### config.mk
export PLATFORM = sky130hd
export DESIGN_NAME = sccb_target
export DESIGN_NICKNAME = d
export VERILOG_FILES = /design/src/rtl/sccb_target.sv
export SDC_FILE = /design/constraint.sdc
export NUM_CORES = 2
export LEC_CHECK = 0
export BUFFER_PORTS_ARGS = -buffer_cell sky130_fd_sc_hd__buf_4
export CORE_ASPECT_RATIO = 1.75
export CORE_UTILIZATION = 53
export CTS_CLUSTER_DIAMETER = 200
export DETAILED_ROUTE_END_ITERATION = 10
export PLACE_DENSITY_LB_ADDON = 0.2
export SYNTH_ARGS = -nofsm -noshare
export SYNTH_HDL_FRONTEND = slang
export SYNTH_SLANG_ARGS = --single-unit
### constraint.sdc
create_clock -name PCLK -period 6.6 [get_ports PCLK]
set_input_delay 0.99 -clock PCLK [delete_from_list [all_inputs] [get_ports PCLK]]
set_output_delay 0.99 -clock PCLK [all_outputs]
set_load 0.005 [all_outputs]
### src/rtl/sccb_target.sv
// SCCB responder modelling a camera target: 256 x 8 register file with sensor-like
// defaults, 3-phase write and 2-phase read decode, open-drain SIOD drive.
// Optional build macro: SCCB_TARGET_ACK_EN drives SIOD low during every accepted 9th bit.
module sccb_target #(
   parameter logic [6:0] DEV_ID      = 7'h21,
   parameter logic [7:0] PID_DEFAULT = 8'h76,
   parameter logic [7:0] VER_DEFAULT = 8'h73
) (
   input  logic       PCLK,
   input  logic       PRESETN,
   input  logic       sioc,
   input  logic       siod_i,
   output logic       siod_oe,
   output logic       wr_valid,
   output logic [7:0] wr_addr,
   output logic [7:0] wr_data,
   output logic       busy
);

`ifdef SCCB_TARGET_ACK_EN
   localparam logic AckDrive = 1'b1;
`else
   localparam logic AckDrive = 1'b0;
`endif

   localparam logic [7:0] SoftRstAddr = 8'h12;

   typedef enum logic [3:0] {
      StIdle, StId, StIdAck, StSub, StSubAck, StWdata, StWdataAck, StRdata, StRna, StIgnore
   } state_e;

   state_e      state_q, state_d;
   logic [2:0]  sioc_s_q, siod_s_q;
   logic [3:0]  cnt_q, cnt_d;
   logic [7:0]  shift_q, shift_d;
   logic [7:0]  sub_ptr_q, sub_ptr_d;
   logic        rw_q, rw_d;
   logic        siod_oe_q, siod_oe_d;
   logic        busy_q, busy_d;
   logic        wr_valid_q, wr_valid_d;
   logic [7:0]  wr_addr_q, wr_addr_d;
   logic [7:0]  wr_data_q, wr_data_d;
   logic        soft_rst_q, soft_rst_d;
   logic        reg_we;
   logic [7:0]  regs_q [256];

   logic        scl, scl_prev, sda, sda_prev;
   logic        rise, fall, start_ev, stop_ev;
   logic [7:0]  byte_in;
   logic [7:0]  rd_byte;

   function automatic logic [7:0] reg_default(input int unsigned a);
      if (a == 32'h0A) return PID_DEFAULT;
      if (a == 32'h0B) return VER_DEFAULT;
      return 8'h00;
   endfunction

   // Two-flop synchronizers plus a third stage for edge detection; idle bus is high.
   always_ff @(posedge PCLK or negedge PRESETN) begin
      if (!PRESETN) begin
         sioc_s_q <= 3'b111;
         siod_s_q <= 3'b111;
      end else begin
         sioc_s_q <= {sioc_s_q[1:0], sioc};
         siod_s_q <= {siod_s_q[1:0], siod_i};
      end
   end

   // Line events; START/STOP need SIOC stable high so a same-cycle change is an SIOC edge only.
   always_comb begin
      scl      = sioc_s_q[1];
      scl_prev = sioc_s_q[2];
      sda      = siod_s_q[1];
      sda_prev = siod_s_q[2];
      rise     = scl & ~scl_prev;
      fall     = ~scl & scl_prev;
      start_ev = scl & scl_prev & sda_prev & ~sda;
      stop_ev  = scl & scl_prev & ~sda_prev & sda;
      byte_in  = {shift_q[6:0], sda};
      rd_byte  = regs_q[sub_ptr_q];
   end

   // Protocol FSM next-state; ACK states use cnt 8 -> 9 on the first fall, leave on the second.
   always_comb begin
      state_d    = state_q;
      cnt_d      = cnt_q;
      shift_d    = shift_q;
      sub_ptr_d  = sub_ptr_q;
      rw_d       = rw_q;
      siod_oe_d  = siod_oe_q;
      busy_d     = busy_q;
      wr_valid_d = 1'b0;
      wr_addr_d  = wr_addr_q;
      wr_data_d  = wr_data_q;
      soft_rst_d = 1'b0;
      reg_we     = 1'b0;
      if (stop_ev) begin
         state_d   = StIdle;
         cnt_d     = 4'd0;
         siod_oe_d = 1'b0;
         busy_d    = 1'b0;
      end else if (start_ev) begin
         state_d   = StId;
         cnt_d     = 4'd0;
         siod_oe_d = 1'b0;
         busy_d    = 1'b1;
      end else begin
         case (state_q)
            StId: begin
               if (rise) begin
                  shift_d = byte_in;
                  cnt_d   = cnt_q + 4'd1;
                  if (cnt_q == 4'd7) begin
                     if (byte_in[7:1] == DEV_ID) begin
                        state_d = StIdAck;
                        rw_d    = byte_in[0];
                     end else begin
                        state_d = StIgnore;
                     end
                  end
               end
            end
            StSub: begin
               if (rise) begin
                  shift_d = byte_in;
                  cnt_d   = cnt_q + 4'd1;
                  if (cnt_q == 4'd7) begin
                     sub_ptr_d = byte_in;
                     state_d   = StSubAck;
                  end
               end
            end
            StWdata: begin
               if (rise) begin
                  shift_d = byte_in;
                  cnt_d   = cnt_q + 4'd1;
                  if (cnt_q == 4'd7) begin
                     reg_we     = 1'b1;
                     wr_valid_d = 1'b1;
                     wr_addr_d  = sub_ptr_q;
                     wr_data_d  = byte_in;
                     soft_rst_d = (sub_ptr_q == SoftRstAddr) && byte_in[7];
                     state_d    = StWdataAck;
                  end
               end
            end
            StIdAck, StSubAck, StWdataAck: begin
               if (fall) begin
                  if (cnt_q == 4'd8) begin
                     cnt_d     = 4'd9;
                     siod_oe_d = AckDrive;
                  end else begin
                     cnt_d     = 4'd0;
                     siod_oe_d = 1'b0;
                     if (state_q == StIdAck) begin
                        if (rw_q) begin
                           state_d   = StRdata;
                           shift_d   = rd_byte;
                           siod_oe_d = ~rd_byte[7];
                        end else begin
                           state_d = StSub;
                        end
                     end else if (state_q == StSubAck) begin
                        state_d = StWdata;
                     end else begin
                        state_d = StIgnore;
                     end
                  end
               end
            end
            StRdata: begin
               if (rise) begin
                  cnt_d = cnt_q + 4'd1;
               end else if (fall) begin
                  if (cnt_q == 4'd8) begin
                     siod_oe_d = 1'b0;
                     state_d   = StRna;
                  end else begin
                     shift_d   = {shift_q[6:0], 1'b0};
                     siod_oe_d = ~shift_q[6];
                  end
               end
            end
            StRna: begin
               if (rise) state_d = StIgnore;
            end
            StIdle, StIgnore: ;
            default: begin
               state_d   = StIdle;
               siod_oe_d = 1'b0;
            end
         endcase
      end
   end

   // Control and output registers.
   always_ff @(posedge PCLK or negedge PRESETN) begin
      if (!PRESETN) begin
         state_q    <= StIdle;
         cnt_q      <= 4'd0;
         shift_q    <= 8'h00;
         sub_ptr_q  <= 8'h00;
         rw_q       <= 1'b0;
         siod_oe_q  <= 1'b0;
         busy_q     <= 1'b0;
         wr_valid_q <= 1'b0;
         wr_addr_q  <= 8'h00;
         wr_data_q  <= 8'h00;
         soft_rst_q <= 1'b0;
      end else begin
         state_q    <= state_d;
         cnt_q      <= cnt_d;
         shift_q    <= shift_d;
         sub_ptr_q  <= sub_ptr_d;
         rw_q       <= rw_d;
         siod_oe_q  <= siod_oe_d;
         busy_q     <= busy_d;
         wr_valid_q <= wr_valid_d;
         wr_addr_q  <= wr_addr_d;
         wr_data_q  <= wr_data_d;
         soft_rst_q <= soft_rst_d;
      end
   end

   // Register file; soft reset lands the cycle after the committing write.
   always_ff @(posedge PCLK or negedge PRESETN) begin
      if (!PRESETN) begin
         for (int i = 0; i < 256; i++) regs_q[i] <= reg_default(i);
      end else if (soft_rst_q) begin
         for (int i = 0; i < 256; i++) regs_q[i] <= reg_default(i);
      end else if (reg_we) begin
         regs_q[sub_ptr_q] <= byte_in;
      end
   end

   assign siod_oe  = siod_oe_q;
   assign wr_valid = wr_valid_q;
   assign wr_addr  = wr_addr_q;
   assign wr_data  = wr_data_q;
   assign busy     = busy_q;

endmodule

==> out/metrics.csv <==
stage,metric,value,unit
power_and_ir_drop,Peak supply drop,364,µV
route,Residual DRC,1,
global_routing,number of global-route vias before repair,85700,
synthesis,Syn Inst Count,10700,
timing,Final Slew Violations,0,
global_routing,initial antenna violation count,28,
clock_tree,Post-CTS Setup Bufs,0,
global_routing,GRT Util Overall,0.382,
setup_path,Critical Path Max Stage Delay,1.34,ns
die,die width,336,µm
synthesis,Ys Warns,0,
power_and_ir_drop,cell area power density,248,nW/µm²
clock_tree,Clock Path Buffers,4,
synthesis,biggest area consumer among synthesized cells,dfrtp_1,
route,Routed WL,376,mm
global_routing,largest net degree at the start of global routing,239,
synthesis,top post-synthesis cells by count,"nand2_1, dfrtp_1, a21oi_1",
route,routed vias,87900,
route,DR vias/cell,6.81,
final_layout,design area,112000,µm²
setup_path,critical path required time,7.41,ns
outcome,outcome,"finished, violations left",
timing,Least-Margin Pin Slew,1.46,ns
timing,Fin. Hold Viols,6,
timing,crit share post-route,0.764,
placed_design,detailed placer's ending HPWL,230,mm
outcome,failing checks,"design-rule violations, negative hold slack",
setup_path,CP max FO,30,
timing,fmax,198,MHz
power_and_ir_drop,leakage power total,45.0,nW
synthesis,"top cells by area, synth","dfrtp_1, mux4_2, a21oi_1",
setup_path,Setup CP Type,register to register,
clock_tree,Worst-path clk slew,0.07,ns
setup_path,CP max-delay cell,a31oi_1,
die,Starting Density,0.533,
hold_path,min-delay worst type,input pin to async pin,
placed_design,RePlAce Congestion,0.962,
setup_path,"delay-heaviest family, CP",compound AO/OA/AOI/OAI gates,
die,Die ar.,197000,µm²
route,DRT Pass-1 Iters,8,
route,"antenna viol nets, final",0,
job,maxcap violations,0,
clock_tree,TritonCTS clock tree,done,
synthesis,top-count cell post-synth,nand2_1,
clock_tree,CTS sink count,2098,
die,I/O pin count,23,
synthesis,synth unique cells,74,
timing,Slew HR,0.0220,
setup_path,Critical Path Sink Type,register,
setup_path,cells along the critical path,buf_4 > buf_4 > mux2i_1 > a221oi_1 > o21ai_0 > a31oi_1 > o21ai_0 > nand4_1 > a41o_1,
global_routing,GR Overflow Total,0,
timing,Final min period,5.04,ns
timing,"Setup violations, final",0,
synthesis,syn_nets,10700,
clock_tree,insertion delay to the later sink of the worst-skew pair,0.88,ns
die,Die Y,586,µm
synthesis,Netlist Area Pre-Place,103000,µm²
final_layout,nets,10100,
synthesis,syn avg cell area,9.63,µm²
synthesis,Yosys top cell area share,0.504,
synthesis,flop and latch count out of synthesis,2098,
die,Row Count,214,
synthesis,Post-synth EDFFs,0,
final_layout,synth-to-layout area growth,8.08,%
timing,RSZ-0062 raised after global routing,false,
clock_tree,Root Driver,clkbuf_16,
synthesis,register area share after synthesis,0.508,
clock_tree,Resized cells post-CTS,0,
route,WL/cell,29.1,µm
timing,Worst Hold Slack,-0.0475,ns
placed_design,placed standard-cell area,105000,µm²
setup_path,CP arrival,5.86,ns
final_layout,share of cells above drive strength 1,0.123,
global_routing,first-pass GRT wire length,563,mm
timing,Layout Skew,0.0444,ns
synthesis,Main synth FF type,dfrtp_1,
timing,setup TNS,0,ns
setup_path,CP Buf/Inv Count,2,
placed_design,I/O Buffers,22,
clock_tree,hold buffer count at cts,0,
clock_tree,CTS Buf Count,196,
synthesis,Async SR Flop Fraction,1.00,
setup_path,CP Launch Type,register,
die,Core ar.,194000,µm²
clock_tree,CTS HTree Levels,4,
route,Initial DRC Count,11700,
-- registers in the layout, indices dropped and copies added (netlist names) --
signal / count
rw_q: 1
soft_rst_q: 1
wr_addr: 8
sioc_s_q: 3
state_q: 4
cnt_q: 4
busy: 1
wr_data: 8
siod_oe: 1
sub_ptr_q: 8
shift_q: 7
siod_s_q: 3
wr_valid: 1
regs_q: 2048
-- layout make-up --
type / instances / area (µm²)
clock inverter: 59 / 648
fill: 16700 / 82200
clock buffer: 290 / 5710
sequential: 2098 / 52600
timing repair buffer: 296 / 2820
antenna: 19 / 47.5
inverter: 8 / 31.3
multi-input combinational: 7537 / 46600
tap: 2592 / 3240
-- power breakdown --
part	total (mW)	switching (mW)	leakage, nW	internal [mW]
clock	11.6	5.16	3.14	6.48
sequential	13.4	0.490	29.2	12.9
combinational	2.63	2.30	12.7	0.338
-- through the flow --
stage / hold slack (ns) / power [mW] / instances / utilization / setup slack [ns]
floorplan: 0.345 / 14.8 / 10700 / - / 4.07
global placement: 0.353 / 16.1 / 12500 / 0.542 / 0.946
detailed placement: 0.349 / 16.1 / 12500 / 0.543 / 1.99
CTS: 0.0265 / 27.6 / 12900 / 0.575 / 1.96
global route: 0.0162 / 28.2 / 12900 / 0.576 / 1.46
finish: -0.0475 / 27.7 / 12900 / 0.576 / 1.56
-- metal layers --
layer | share of wire | vias to the layer above | track usage
met3 | 0.10 | 1476 | 0.0878
met5 | 0.00046 | - | 0
li1 | - | 36700 | -
met4 | 0.098 | 22 | 0.319
met1 | 0.34 | 44200 | 0.455
met2 | 0.47 | 5512 | 0.590
-- cell families after synthesis --
| family | count (synthesis) | share of synthesized area |
|---|---|---|
| buf+inv | 1098 | 0.0445 |
| mux | 816 | 0.143 |
| flops | 2098 | 0.508 |
| fa+ha+maj | 2 | 0.000242 |
| compound gates | 2926 | 0.147 |
| simple gates | 3791 | 0.157 |
| xor+xnor | 2 | 0.000170 |
-- cell usage in the layout, fill, tap and decap left out, types with 8 or more instances in the layout --
cell type	instances
nand3_1	1133
a21oi_1	1928
bufinv_16	13
mux2i_1	275
clkbuf_8	44
mux2_2	14
a221oi_1	14
nand4_1	14
nor3_4	10
mux4_2	526
o21ai_0	801
a211oi_1	11
nor2_2	15
nor2b_1	18
dfrtp_4	12
clkinv_2	38
dfrtp_1	2069
clkbuf_16	197
nand2_1	2150
a211o_1	10
dfstp_2	15
nor3_1	33
nand2_4	8
o211ai_1	10
nor2_4	21
buf_4	246
o22ai_1	19
nand2b_1	13
diode_2	19
a22oi_1	72
nor2_1	302
and3_1	15
clkbuf_1	50
buf_12	44
-- path summary, 6_finish.rpt --
check,from,end,slack [ns],cells after the start
max,sub_ptr_q[0],shift_q[0],1.56,9
min,PRESETN,regs_q[1999],-0.05,1
max reg2reg,sub_ptr_q[0],shift_q[0],1.56,9
min reg2reg,siod_s_q[0],siod_s_q[1],0.36,0
max in group asynchronous,PRESETN,regs_q[667],4.74,2
min in group PCLK,siod_i,siod_s_q[0],0.23,1
Power figures use the tool's default switching activity.
